[config.mk]
export PLATFORM = sky130hd
export DESIGN_NAME = register_file
export DESIGN_NICKNAME = d
export VERILOG_FILES = /design/src/rtl/register_file_pkg.sv /design/src/rtl/register_file_read_port.sv /design/src/rtl/register_file.sv
export SDC_FILE = /design/constraint.sdc
export NUM_CORES = 2
export LEC_CHECK = 0
export CAP_MARGIN = 10
export CORE_MARGIN = 2
export CORE_UTILIZATION = 58
export CTS_BUF_LIST = sky130_fd_sc_hd__clkbuf_16
export DETAILED_ROUTE_END_ITERATION = 10
export GPL_TIMING_DRIVEN = 0
export PLACE_DENSITY = 0.75
export SKIP_LAST_GASP = 1
export SLEW_MARGIN = 10
export SYNTH_ARGS = -nofsm -noshare
export SYNTH_HDL_FRONTEND = slang
export SYNTH_SLANG_ARGS = --single-unit
export TNS_END_PERCENT = 100
[constraint.sdc]
create_clock -name clk -period 90.3 [get_ports clk]
set_input_delay 22.575 -clock clk [delete_from_list [all_inputs] [get_ports clk]]
set_output_delay 22.575 -clock clk [all_outputs]
set_load 0.02 [all_outputs]
[src/rtl/register_file_pkg.sv]
// ---------------------------------------------------------------------------
// regfile_pkg
//   Shared constants and types for the MIPS architectural register file.
//   DATA_W / ADDR_W : register width and register address width
//   NUM_REGS        : depth of the file (2**ADDR_W)
//   ZERO_REG        : hardwired-zero register index
//   reg_addr_t, reg_data_t, reg_array_t : address, data and storage views
// ---------------------------------------------------------------------------
package regfile_pkg;

  localparam int unsigned DATA_W   = 32;
  localparam int unsigned ADDR_W   = 5;
  localparam int unsigned NUM_REGS = 32;

  typedef logic [ADDR_W-1:0] reg_addr_t;
  typedef logic [DATA_W-1:0] reg_data_t;

  // Packed so the whole storage can be handed to each read port as one value.
  typedef logic [NUM_REGS-1:0][DATA_W-1:0] reg_array_t;

  localparam reg_addr_t ZERO_REG = 5'd0;

  // A write only takes effect (and only bypasses) when enabled, out of reset
  // and aimed at a register other than the hardwired zero.
  function automatic logic write_active(input logic      rst,
                                        input logic      wen,
                                        input reg_addr_t waddr);
    return wen && !rst && (waddr != ZERO_REG);
  endfunction

endpackage : regfile_pkg

[src/rtl/register_file_read_port.sv]
// ---------------------------------------------------------------------------
// regfile_read_port
//   One combinational read port of the register file, with write-through
//   bypass so a same-cycle writeback is visible to decode.
//   Ports:
//     rst        : asynchronous reset, forces the output to 0
//     addr       : register address to read
//     regs       : view of the stored register contents
//     writeEn    : write port enable
//     writeAddr  : write port address
//     writeData  : write port data (bypass source)
//     dataout    : read result
// ---------------------------------------------------------------------------
module regfile_read_port
  import regfile_pkg::*;
(
  input  logic       rst,
  input  reg_addr_t  addr,
  input  reg_array_t regs,
  input  logic       writeEn,
  input  reg_addr_t  writeAddr,
  input  reg_data_t  writeData,
  output reg_data_t  dataout
);

  logic bypass;

  // write_active already excludes writes to the zero register, so a read of
  // address 0 can never pick up writeData.
  assign bypass = write_active(rst, writeEn, writeAddr) && (writeAddr == addr);

  always_comb begin
    dataout = '0;
    if (rst) begin
      dataout = '0;
    end else if (addr == ZERO_REG) begin
      dataout = '0;
    end else if (bypass) begin
      dataout = writeData;
    end else begin
      dataout = regs[addr];
    end
  end

endmodule : regfile_read_port

[src/rtl/register_file.sv]
// ---------------------------------------------------------------------------
// register_file
//   32 x 32-bit MIPS general-purpose register file: two combinational read
//   ports (rs/rt) with write-through bypass and one clocked write port.
//   Register 0 always reads zero and is never written.
//   Ports:
//     clk        : rising-edge clock for the write port
//     rst        : asynchronous active-high reset, clears all registers
//     addr1      : read port 1 address (rs)
//     addr2      : read port 2 address (rt)
//     writeAddr  : write port address (rd/rt)
//     writeData  : write data
//     writeEn    : write enable, sampled on the rising edge of clk
//     dataout1   : contents of register addr1
//     dataout2   : contents of register addr2
// ---------------------------------------------------------------------------
module register_file
  import regfile_pkg::*;
(
  input  logic              clk,
  input  logic              rst,
  input  logic [ADDR_W-1:0] addr1,
  input  logic [ADDR_W-1:0] addr2,
  input  logic [ADDR_W-1:0] writeAddr,
  input  logic [DATA_W-1:0] writeData,
  input  logic              writeEn,
  output logic [DATA_W-1:0] dataout1,
  output logic [DATA_W-1:0] dataout2
);

  reg_array_t regs_q;
  reg_array_t regs_d;

  // Next-state: only the addressed entry changes; entry 0 is never touched,
  // so it keeps the zero it received at reset.
  always_comb begin
    regs_d = regs_q;
    if (write_active(1'b0, writeEn, writeAddr)) begin
      regs_d[writeAddr] = writeData;
    end
  end

  // Reset dominates any write presented in the same cycle.
  always_ff @(posedge clk or posedge rst) begin
    if (rst) begin
      regs_q <= '0;
    end else begin
      regs_q <= regs_d;
    end
  end

  regfile_read_port u_rd1 (
    .rst       (rst),
    .addr      (addr1),
    .regs      (regs_q),
    .writeEn   (writeEn),
    .writeAddr (writeAddr),
    .writeData (writeData),
    .dataout   (dataout1)
  );

  regfile_read_port u_rd2 (
    .rst       (rst),
    .addr      (addr2),
    .regs      (regs_q),
    .writeEn   (writeEn),
    .writeAddr (writeAddr),
    .writeData (writeData),
    .dataout   (dataout2)
  );

endmodule : register_file

==> results.tsv <==
stage	metric	value	unit
global_routing	initial antenna violation count	19	
worst_setup_path	Worst Path Buf+Inv	7	
synthesis	Post-synth EDFFs	0	
timing	Worst-Margin Slew	1.56	ns
power_and_ir_drop	Sw Ratio	30.5	%
power_and_ir_drop	pwr dens	22.1	nW/µm²
timing	unrepaired setup endpoints after global routing	no	
synthesis	Mapped Avg Cell Area	14.2	µm²
die	CORE AREA	95200	µm²
clocking	CTS tree	yes	
detailed_routing	WL final	242000	µm
layout	area grow syn2layout	11.9	%
worst_setup_path	Worst Setup SP	addr2[2]	
layout	nets	4208	
clocking	post-CTS sizing	0	
clocking	Num CTS Buffers	111	
die	Starting Density	58.7	%
worst_setup_path	CP Cell Sequence	clkdlybuf4s50_1, buf_2, buf_2, buf_2, buf_2, clkbuf_1, a21oi_1, nor3_1, a211o_1, clkdlybuf4s50_1	
worst_setup_path	Max stage delay cell, worst path	nor3_1	
timing	Slew Limit Fails	33	
placed_design	RePlAce Congestion	1.04	
worst_setup_path	most used cell, CP	buf_2	
hold_path	hold crit path type	register to register	
clocking	hold buffer count at cts	0	
worst_setup_path	critical path's largest stage delay	1.01	ns
synthesis	mapped cell area	55800	µm²
clocking	clk slew on worst S/H paths	0.06	ns
die	Cell Rows	113	
layout	Biggest register	regs_q	
detailed_routing	Initial DRC Count	7190	
detailed_routing	DRC Markers	0	
worst_setup_path	Crit Path Category	primary input to output port	
clocking	Post-CTS Setup Repair Bufs	0	
detailed_routing	average wire per standard cell	43.7	µm
detailed_routing	Antenna Nets Post-Route	0	
clocking	H-tree depth	3	
global_routing	Global Route Usage Sum	49.2	%
clocking	clk sinks	1024	
die	chip height	314	µm
power_and_ir_drop	peak supply drop	19.3	µV
worst_setup_path	CP max FO	10	
power_and_ir_drop	Int Pwr	0.000961	W
job	max cap viols	4	
global_routing	vias in the first global route	41500	
power_and_ir_drop	overall power	0.00138	W
synthesis	Syn Nets	3976	
worst_setup_path	worst endpoint required time	67.72	ns
clocking	maximum root-to-sink buffer count	3	
die	Die Wd	314	µm
worst_setup_path	setup slack, reg-to-reg	89.41	ns
synthesis	post-synthesis sequential area ratio	45.9	%
detailed_routing	vias per cell	7.76	
timing	Setup TNS	0	ns
detailed_routing	DRT Pass-1 Iters	8	
worst_setup_path	worst path arrival time	28.62	ns
placed_design	Detailed Place HPWL	165000	µm
die	I/O pins	114	
run_status	failing checks	max-capacitance violations, max-slew violations	
power_and_ir_drop	Comb pwr share	22.4	%
worst_setup_path	critical path startpoint category	primary input	
timing	Hold Vio Cnt, Final	0	
clocking	CTS Root Cell	clkbuf_16	
detailed_routing	via count	43000	
layout	layout cells sized above 1	41.9	%
timing	fin crit share	56.7	%
worst_setup_path	RR Startpoint	regs_q[919]$_DFFE_PP0P_	
global_routing	pin count of the biggest net entering global routing	116	
timing	Hold Slack	0.472	ns
layout	Final Util	65.7	%
layout	largest registers	regs_q (1024)	
worst_setup_path	Setup crit end kind	output port	
timing	FMAX	0.0195	GHz
power_and_ir_drop	Clk pwr share	33.3	%
synthesis	Synth async-reset ratio	100	%
worst_setup_path	delay-heaviest family, CP	buffers and inverters	
timing	Slew HR	-4.27	%
global_routing	first-pass GRT wire length	329000	µm
layout	Filler cells	7069	
power_and_ir_drop	Seq pwr share	44.3	%
synthesis	post-synthesis register bit count	1024	
layout	max FFs per register	1024	
synthesis	Synth Flop Type	dfrtp_1	
timing	Setup violations, final	0	
synthesis	synth warn	0	
placed_design	number of port buffers	103	
synthesis	Yosys cell types	62	
global_routing	gr ovfl total	0	
hold_path	Hold Path Origin	regs_q[13]$_DFFE_PP0P_	
clocking	Clock Latency Late Sink	0.73	ns
timing	Worst Clk Skew	0	ns
timing	min Tclk post-route	51.20	ns
run_status	status	finished with violations	
power_and_ir_drop	Leakage	27.4	nW
power_and_ir_drop	switching pwr	0.000422	W
die	die area	98800	µm²
synthesis	post-synthesis cell count	3926	
==> metal layers <==
| layer | up-vias | global-route usage [%] | part of all wire (%) |
|---|---|---|---|
| li1 | 15700 | - | - |
| met1 | 22100 | 59.7 | 34 |
| met2 | 3810 | 65.7 | 40 |
| met3 | 1256 | 25.3 | 16 |
| met4 | 30 | 38.6 | 10 |
| met5 | - | 0.484 | 0.15 |
==> final timing paths <==
path	end	cells after the start
min in group asynchronous	regs_q[486]$_DFFE_PP0P_	2
max in group asynchronous	regs_q[595]$_DFFE_PP0P_	5
max reg2reg	regs_q[919]$_DFFE_PP0P_	1
min reg2reg	regs_q[13]$_DFFE_PP0P_	1
max	dataout2[29]	10
min	regs_q[13]$_DFFE_PP0P_	1
==> cells in the final DEF (no fill, tap or decap), types with 37 or more instances in the layout <==
| master | netlist | final |
|---|---|---|
| a21oi_1 | 37 | 37 |
| a221oi_1 | 79 | 79 |
| a211oi_1 | 81 | 81 |
| mux2i_1 | 359 | 359 |
| o22ai_1 | 41 | 41 |
| clkbuf_1 | 230 | 206 |
| buf_2 | 121 | 127 |
| clkbuf_16 | 0 | 111 |
| o221ai_1 | 56 | 56 |
| mux2_2 | 989 | 989 |
| a22oi_1 | 40 | 40 |
| clkdlybuf4s50_1 | 0 | 103 |
| nand2_1 | 54 | 54 |
| mux4_2 | 359 | 359 |
| dfrtp_1 | 1024 | 1024 |
| nor2b_1 | 38 | 38 |
| o21ai_0 | 37 | 37 |
| buf_1 | 45 | 38 |
==> per-stage QoR <==
stage | std cells | setup slack [ns] | cell area, µm²
6_report | 5535 | 39.10 | 62500
5_1_grt | 5514 | 39.52 | 62400
4_1_cts | 5512 | 39.82 | 62400
3_5_place_dp | 5309 | 39.86 | 58800
3_3_place_gp | 5294 | 5.90 | 58500
2_1_floorplan | 3926 | 19.66 | 55800
==> power by group through the flow <==
stage / Combinational (W) / Clock (W) / Sequential, W
after floorplan: 0.000216 / 0 / 0.000596
after global placement: 0.000290 / 0 / 0.000611
after detailed placement: 0.000298 / 0 / 0.000615
after CTS: 0.000300 / 0.000455 / 0.000608
after global routing: 0.000320 / 0.000474 / 0.000620
final: 0.000310 / 0.000460 / 0.000612
==> cells by family (layout without fill, tap and decap cells) <==
| family | after synthesis | after routing | synth area share [%] |
|---|---|---|---|
| xor+xnor | 10 | 10 | 0.157 |
| flops | 1024 | 1024 | 45.9 |
| simple gates | 235 | 235 | 2.26 |
| buf+inv | 463 | 785 | 4.02 |
| compound gates | 484 | 484 | 6.75 |
| other cells | 0 | 22 | 0 |
| mux | 1710 | 1710 | 40.9 |
==> Yosys cell counts, drive strengths merged, types with 7 or more instances <==
library cell  instances  area (µm²)
dfrtp              1024       25600
mux2                992       11200
mux2i               359        3590
mux4                359        8090
clkbuf              230         863
buf                 228        1370
a221oi               86         797
a211oi               81         608
o221ai               56         490
nand2                54         203
o22ai                41         257
a22oi                40         300
o21ai                40         200
nor2b                38         238
a21oi                37         185
nand3                35         175
a211o                32         280
nor3                 30         161
nor2                 24        90.1
a32o                 18         180
nand2b               13        81.3
nand3b               13        97.6
o2111ai              10        87.6
o21bai                8        60.1
a311oi                7        61.3
and2                  7        43.8
o221a                 7        78.8
==> layout make-up <==
cell class	count	area (µm²)	area share, %
multi-input cells	2439	28000	44.8
flip-flops and latches	1024	25600	41.0
clock buffers	111	2780	4.45
plain buffers	458	2270	3.63
well taps	1265	1580	2.53
repair buffers	119	1380	2.21
clock inverters	92	773	1.24
diodes	22	55.1	0.0881
inverters	5	26.3	0.0421
No activity file was read; power rests on OpenSTA's default activity.
